File: config.mk
export PLATFORM = sky130hd
export DESIGN_NAME = spi_reg_controller
export DESIGN_NICKNAME = d
export VERILOG_FILES = /design/src/rtl/spi_reg_controller.sv
export SDC_FILE = /design/constraint.sdc
export NUM_CORES = 1
export LEC_CHECK = 0
export CAP_MARGIN = 10
export CORE_ASPECT_RATIO = 2
export CORE_MARGIN = 3
export CORE_UTILIZATION = 43
export DETAILED_ROUTE_END_ITERATION = 6
export HOLD_SLACK_MARGIN = 0.05
export PLACE_DENSITY = 0.76
export REMOVE_ABC_BUFFERS = 1
export SETUP_SLACK_MARGIN = 0.02
export SKIP_LAST_GASP = 1
export SYNTH_ARGS = -nofsm -noshare
export SYNTH_HDL_FRONTEND = slang
export SYNTH_SLANG_ARGS = --single-unit
File: constraint.sdc
create_clock -name clk -period 2 [get_ports clk]
set_input_delay 0.6 -clock clk [delete_from_list [all_inputs] [get_ports clk]]
set_output_delay 0.6 -clock clk [all_outputs]
set_load 0.005 [all_outputs]
File: src/rtl/spi_reg_controller.sv
// Register-access sequencer behind an SPI byte device: command decode, auto-increment writes, prefetched reads.
// Optional status preamble ({overrun, txn_count}) enabled by defining SPI_REG_CTRL_STATUS_EN.
module spi_reg_controller #(
    parameter int ADDR_BITS  = 7,
    parameter int RD_TIMEOUT = 15
) (
    input  logic                 clk,
    input  logic                 reset,
    input  logic                 spi_cs,
    input  logic                 rx_valid,
    input  logic [7:0]           rx_data,
    output logic [7:0]           tx_data,
    output logic                 tx_ready,
    output logic [ADDR_BITS-1:0] reg_addr,
    output logic [7:0]           reg_wdata,
    output logic                 reg_wr,
    output logic                 reg_rd,
    input  logic [7:0]           reg_rdata,
    input  logic                 reg_rd_valid,
    output logic                 overrun
);
    localparam int TW = (RD_TIMEOUT < 1) ? 1 : $clog2(RD_TIMEOUT + 1);

    typedef enum logic [2:0] {IDLE, CMD, WRITE, RD_REQ, RD_WAIT, RD_HOLD} state_t;

    state_t        state;
    logic [TW-1:0] rd_timer;
    logic [7:0]    preamble;
    logic          ovr_set;
    logic          ovr_clr;

    // A byte landing while a read is in flight cannot be answered in time.
    assign ovr_set = rx_valid && !spi_cs && (state == RD_REQ || state == RD_WAIT);

`ifdef SPI_REG_CTRL_STATUS_EN
    logic [6:0] txn_count;
    logic       cs_q;

    assign preamble = {overrun, txn_count};
    assign ovr_clr  = (state == IDLE) && !spi_cs;

    always_ff @(posedge clk) begin
        if (reset) begin
            txn_count <= 7'd0;
            cs_q      <= 1'b1;
        end else begin
            cs_q <= spi_cs;
            if (spi_cs && !cs_q)
                txn_count <= txn_count + 7'd1;
        end
    end
`else
    assign preamble = 8'h00;
    assign ovr_clr  = 1'b0;
`endif

    always_ff @(posedge clk) begin
        if (reset) begin
            state     <= IDLE;
            rd_timer  <= '0;
            tx_data   <= 8'h00;
            tx_ready  <= 1'b0;
            reg_addr  <= '0;
            reg_wdata <= 8'h00;
            reg_wr    <= 1'b0;
            reg_rd    <= 1'b0;
            overrun   <= 1'b0;
        end else begin
            reg_wr  <= 1'b0;
            reg_rd  <= 1'b0;
            overrun <= ovr_set | (overrun & ~ovr_clr);
            if (spi_cs) begin
                // Deselect aborts everything, including a pending read.
                state    <= IDLE;
                tx_ready <= 1'b0;
            end else begin
                case (state)
                    IDLE: begin
                        tx_data  <= preamble;
                        tx_ready <= 1'b1;
                        state    <= CMD;
                    end
                    CMD: begin
                        if (rx_valid) begin
                            reg_addr <= rx_data[ADDR_BITS-1:0];
                            if (rx_data[7]) begin
                                tx_ready <= 1'b0;
                                state    <= RD_REQ;
                            end else begin
                                tx_data <= 8'h00;
                                state   <= WRITE;
                            end
                        end
                    end
                    WRITE: begin
                        if (reg_wr)
                            reg_addr <= reg_addr + ADDR_BITS'(1);
                        if (rx_valid) begin
                            reg_wdata <= rx_data;
                            reg_wr    <= 1'b1;
                        end
                    end
                    RD_REQ: begin
                        reg_rd   <= 1'b1;
                        rd_timer <= '0;
                        state    <= RD_WAIT;
                    end
                    RD_WAIT: begin
                        if (reg_rd_valid) begin
                            tx_data  <= reg_rdata;
                            tx_ready <= 1'b1;
                            reg_addr <= reg_addr + ADDR_BITS'(1);
                            state    <= RD_HOLD;
                        end else if (rd_timer == TW'(RD_TIMEOUT)) begin
                            tx_data  <= 8'hFF;
                            tx_ready <= 1'b1;
                            reg_addr <= reg_addr + ADDR_BITS'(1);
                            state    <= RD_HOLD;
                        end else begin
                            rd_timer <= rd_timer + TW'(1);
                        end
                    end
                    RD_HOLD: begin
                        // The master consumed the prefetched byte; fetch the next register.
                        if (rx_valid) begin
                            tx_ready <= 1'b0;
                            state    <= RD_REQ;
                        end
                    end
                    default: state <= IDLE;
                endcase
            end
        end
    end
endmodule
==> reports/summary.txt <==
Min-delay worst type - flop to flop
MaxCap Viol Count - 0
Worst R2R Path Depth - 5
Setup ws final - 0.0311 ns
Syn Area/Cell - 8.24 um2
Hold EP - tx_data[3]
Final setup violation count - 0
Dpl ws - -0.426 ns
Synthesized instance count - 212
Minimum clock period after layout - 1.97 ns
Synth cell types - 45
CP max FO - 6
Post-Synthesis Cell Area - 1750 um2
Hold-critical path depth - 2
Peak VDD IR - 0.969 mV
H-tree depth - 2
IO Port Bufs - 47
Die Area - 4910 um2
Register area share after synthesis - 38.9%
Initial antenna violation count - 0
Crit path kind - input pin to flop
Number of I/O pins - 48
Total track usage - 20.9%
Fin. max-slew vios - 0
Worst slew pin tran - 0.432 ns
Number of global-route vias before repair - 1831
CTS tree - done
Metal2 WL - 2.66 mm
First-pass GRT wire length - 7.88 mm
Crit path launch type - input pin
Final Cycle Share - 98.4%
CP arrival - 2.21 ns
Final Hold Fails - 0
Hold WS - 0.472 ns
Cts hold-fix bufs - 0
PD cells - 597 nW/um2
Non-Filler Instances - 326
Metal-1 WL - 1.86 mm
Die Width - 51.1 um
Slew headroom - 71.2%
Status - completed
FFs w/ async S/R, synth - 0%
Via count of the routed design - 1851
Synth top area share - 38.9%
Die Ht - 96.2 um
Area grow syn2layout - 45.7%
Post-placement cell count - 318
Clk buf depth - 2
Final #Nets - 298
# clock sinks - 34
Initial DRC count - 52
Drt drc - 0
Post-synth EDFFs - 0
R2r startpoint - state[1]
DR top layer - met4
CTS Root Cell - clkbuf_8
Gpl congestion - 0.871
Met3 wire len - 183 um
Synthesized flop and latch total - 34
Drt via density - 5.68
Cts bufs inserted - 5
Setup TNS - 0 ns
Core ar. - 3880 um2
Critical R2R Capture - reg_addr[6]
Final wirelength - 4.90 mm
Worst-path clk slew - 0.07 ns
Final Skew - 0.00892 ns
N_diodes - 0
DP HPWL - 3.60 mm
ANT nets after route - 0
RSZ-0062 raised after global routing - yes
Main synth FF type - dfxtp_1
CP endpoint kind - flop
YS warnings - 0
Congestion Overflow GR - 0
Leakage - 1.02 nW
Layout cell share with drive strength beyond 1 - 16.0%
Yosys top cell by area - dfxtp_1
WL/cell - 15.0 um
Fin util - 65.6%
Starting Density - 45.0%
Pin count of the biggest net entering global routing - 19
CP required - 2.24 ns
Clock latency on the worst-skew pair - 0.29 ns
Peak Freq - 508 MHz
R2R Setup Slk - 0.15 ns
Drt first pass iters - 4
Row count - 32
Largest cells by area after synthesis - dfxtp_1 (39%), a21oi_1 (6.9%), mux2i_1 (6.3%), nand3_1 (4.3%), o21ai_0 (4.3%)
Min-Delay Startpoint - tx_data[3]
-- area by class of cell --
class	instances	area [um2]
clock buffer	6	82.6
clock inverter	1	30.0
fill	355	1340
inverter	12	45.0
multi-input combinational	153	995
sequential	34	681
tap	51	63.8
timing repair buffer	69	649
-- cells in the final DEF, fill, tap and decap left out, types with 2 or more instances in the layout --
cell type | synthesis | layout
clkdlybuf4s50_1 | 0 | 45
dfxtp_1 | 34 | 34
a21oi_1 | 24 | 23
buf_4 | 0 | 21
nor2_1 | 15 | 15
nand2_1 | 16 | 15
o21ai_0 | 15 | 15
nand3_1 | 15 | 14
inv_1 | 12 | 12
mux2i_1 | 11 | 11
clkbuf_8 | 0 | 6
a221oi_1 | 4 | 4
o32ai_1 | 5 | 4
nor3_1 | 4 | 4
or4b_1 | 3 | 3
a31oi_1 | 3 | 3
a211oi_1 | 3 | 3
nor3b_1 | 2 | 2
nor2_2 | 2 | 2
nor4_1 | 2 | 2
or2_2 | 2 | 2
o41a_1 | 2 | 2
ha_1 | 2 | 2
-- cells by family (layout without fill, tap and decap cells) --
group / Yosys count / in the layout / synth area share [%]
AND/OR/NAND/NOR: 73 / 73 / 22.5
AO/OA/AOI/OAI: 65 / 65 / 23.6
flip-flops: 34 / 34 / 38.9
buffers and inverters: 25 / 88 / 6.08
multiplexers: 12 / 12 / 6.94
adder cells (fa/ha/maj): 2 / 2 / 1.43
XOR/XNOR: 1 / 1 / 0.501
-- metal layers --
layer / up-vias / track usage [%]
met3: 17 / 4.03
met1: 873 / 21.3
met2: 54 / 37.5
li1: 907 / -
met4: 0 / 13.7
met5: - / 0
-- synth_stat cells (all sizes together), types with 4 or more instances --
cell type / count
dfxtp: 34
mux2i: 11
a21oi: 24
buf: 5
nand2: 16
nor3: 4
or4b: 4
o32ai: 5
nor2: 17
inv: 12
nand3: 15
a221oi: 4
o21ai: 16
clkbuf: 8
-- worst max-delay path, stage by stage --
cell and delay, ns:
clkdlybuf4s50_1 0.42, or4b_4 0.51, o211a_1 0.16, nor2_2 0.28, o221a_2 0.24
-- how the worst max path moves through the flow --
stage / from / end / slack, ns / depth (start not counted)
2_1_floorplan: state[0] / reg_addr[0] / -0.002 / 4
5_1_grt: rx_valid / reg_addr[0] / 0.002 / 5
3_5_place_dp: rx_valid / reg_addr[0] / -0.43 / 5
3_3_place_gp: rx_valid / reg_addr[0] / -0.42 / 5
4_1_cts: spi_cs / reg_addr[5] / 0.02 / 5
6_report: rx_valid / reg_addr[0] / 0.03 / 5
-- what timing repair did --
| action | in CTS | in global routing |
|---|---|---|
| gates cloned | 0 | 0 |
| endpoints found under the setup margin | 19 | 17 |
| resized for setup | 3 | 7 |
| setup buffers | 0 | 1 |
| pin swaps | 3 | 1 |
-- state kept, by name, summed over array words and instances (netlist names) --
name,flops
overrun,1
rd_timer,4
reg_addr,7
reg_rd,1
reg_wdata,8
reg_wr,1
state,3
tx_data,8
tx_ready,1
-- stage by stage --
| step | power [mW] | area (um2) |
|---|---|---|
| 3_3_place_gp | 0.880 | 2390 |
| 3_5_place_dp | 0.882 | 2390 |
| 4_1_cts | 1.52 | 2510 |
| 5_1_grt | 1.58 | 2550 |
| 2_1_floorplan | 0.768 | 1690 |
| 6_report | 1.52 | 2550 |
-- report_power, final --
group	switching [mW]	leakage (nW)	total (mW)	internal, mW
clock network	0.250	0.0573	0.649	0.399
logic	0.0850	0.688	0.175	0.0901
registers	0.0111	0.275	0.697	0.686
(Power assumes the default switching activity.)
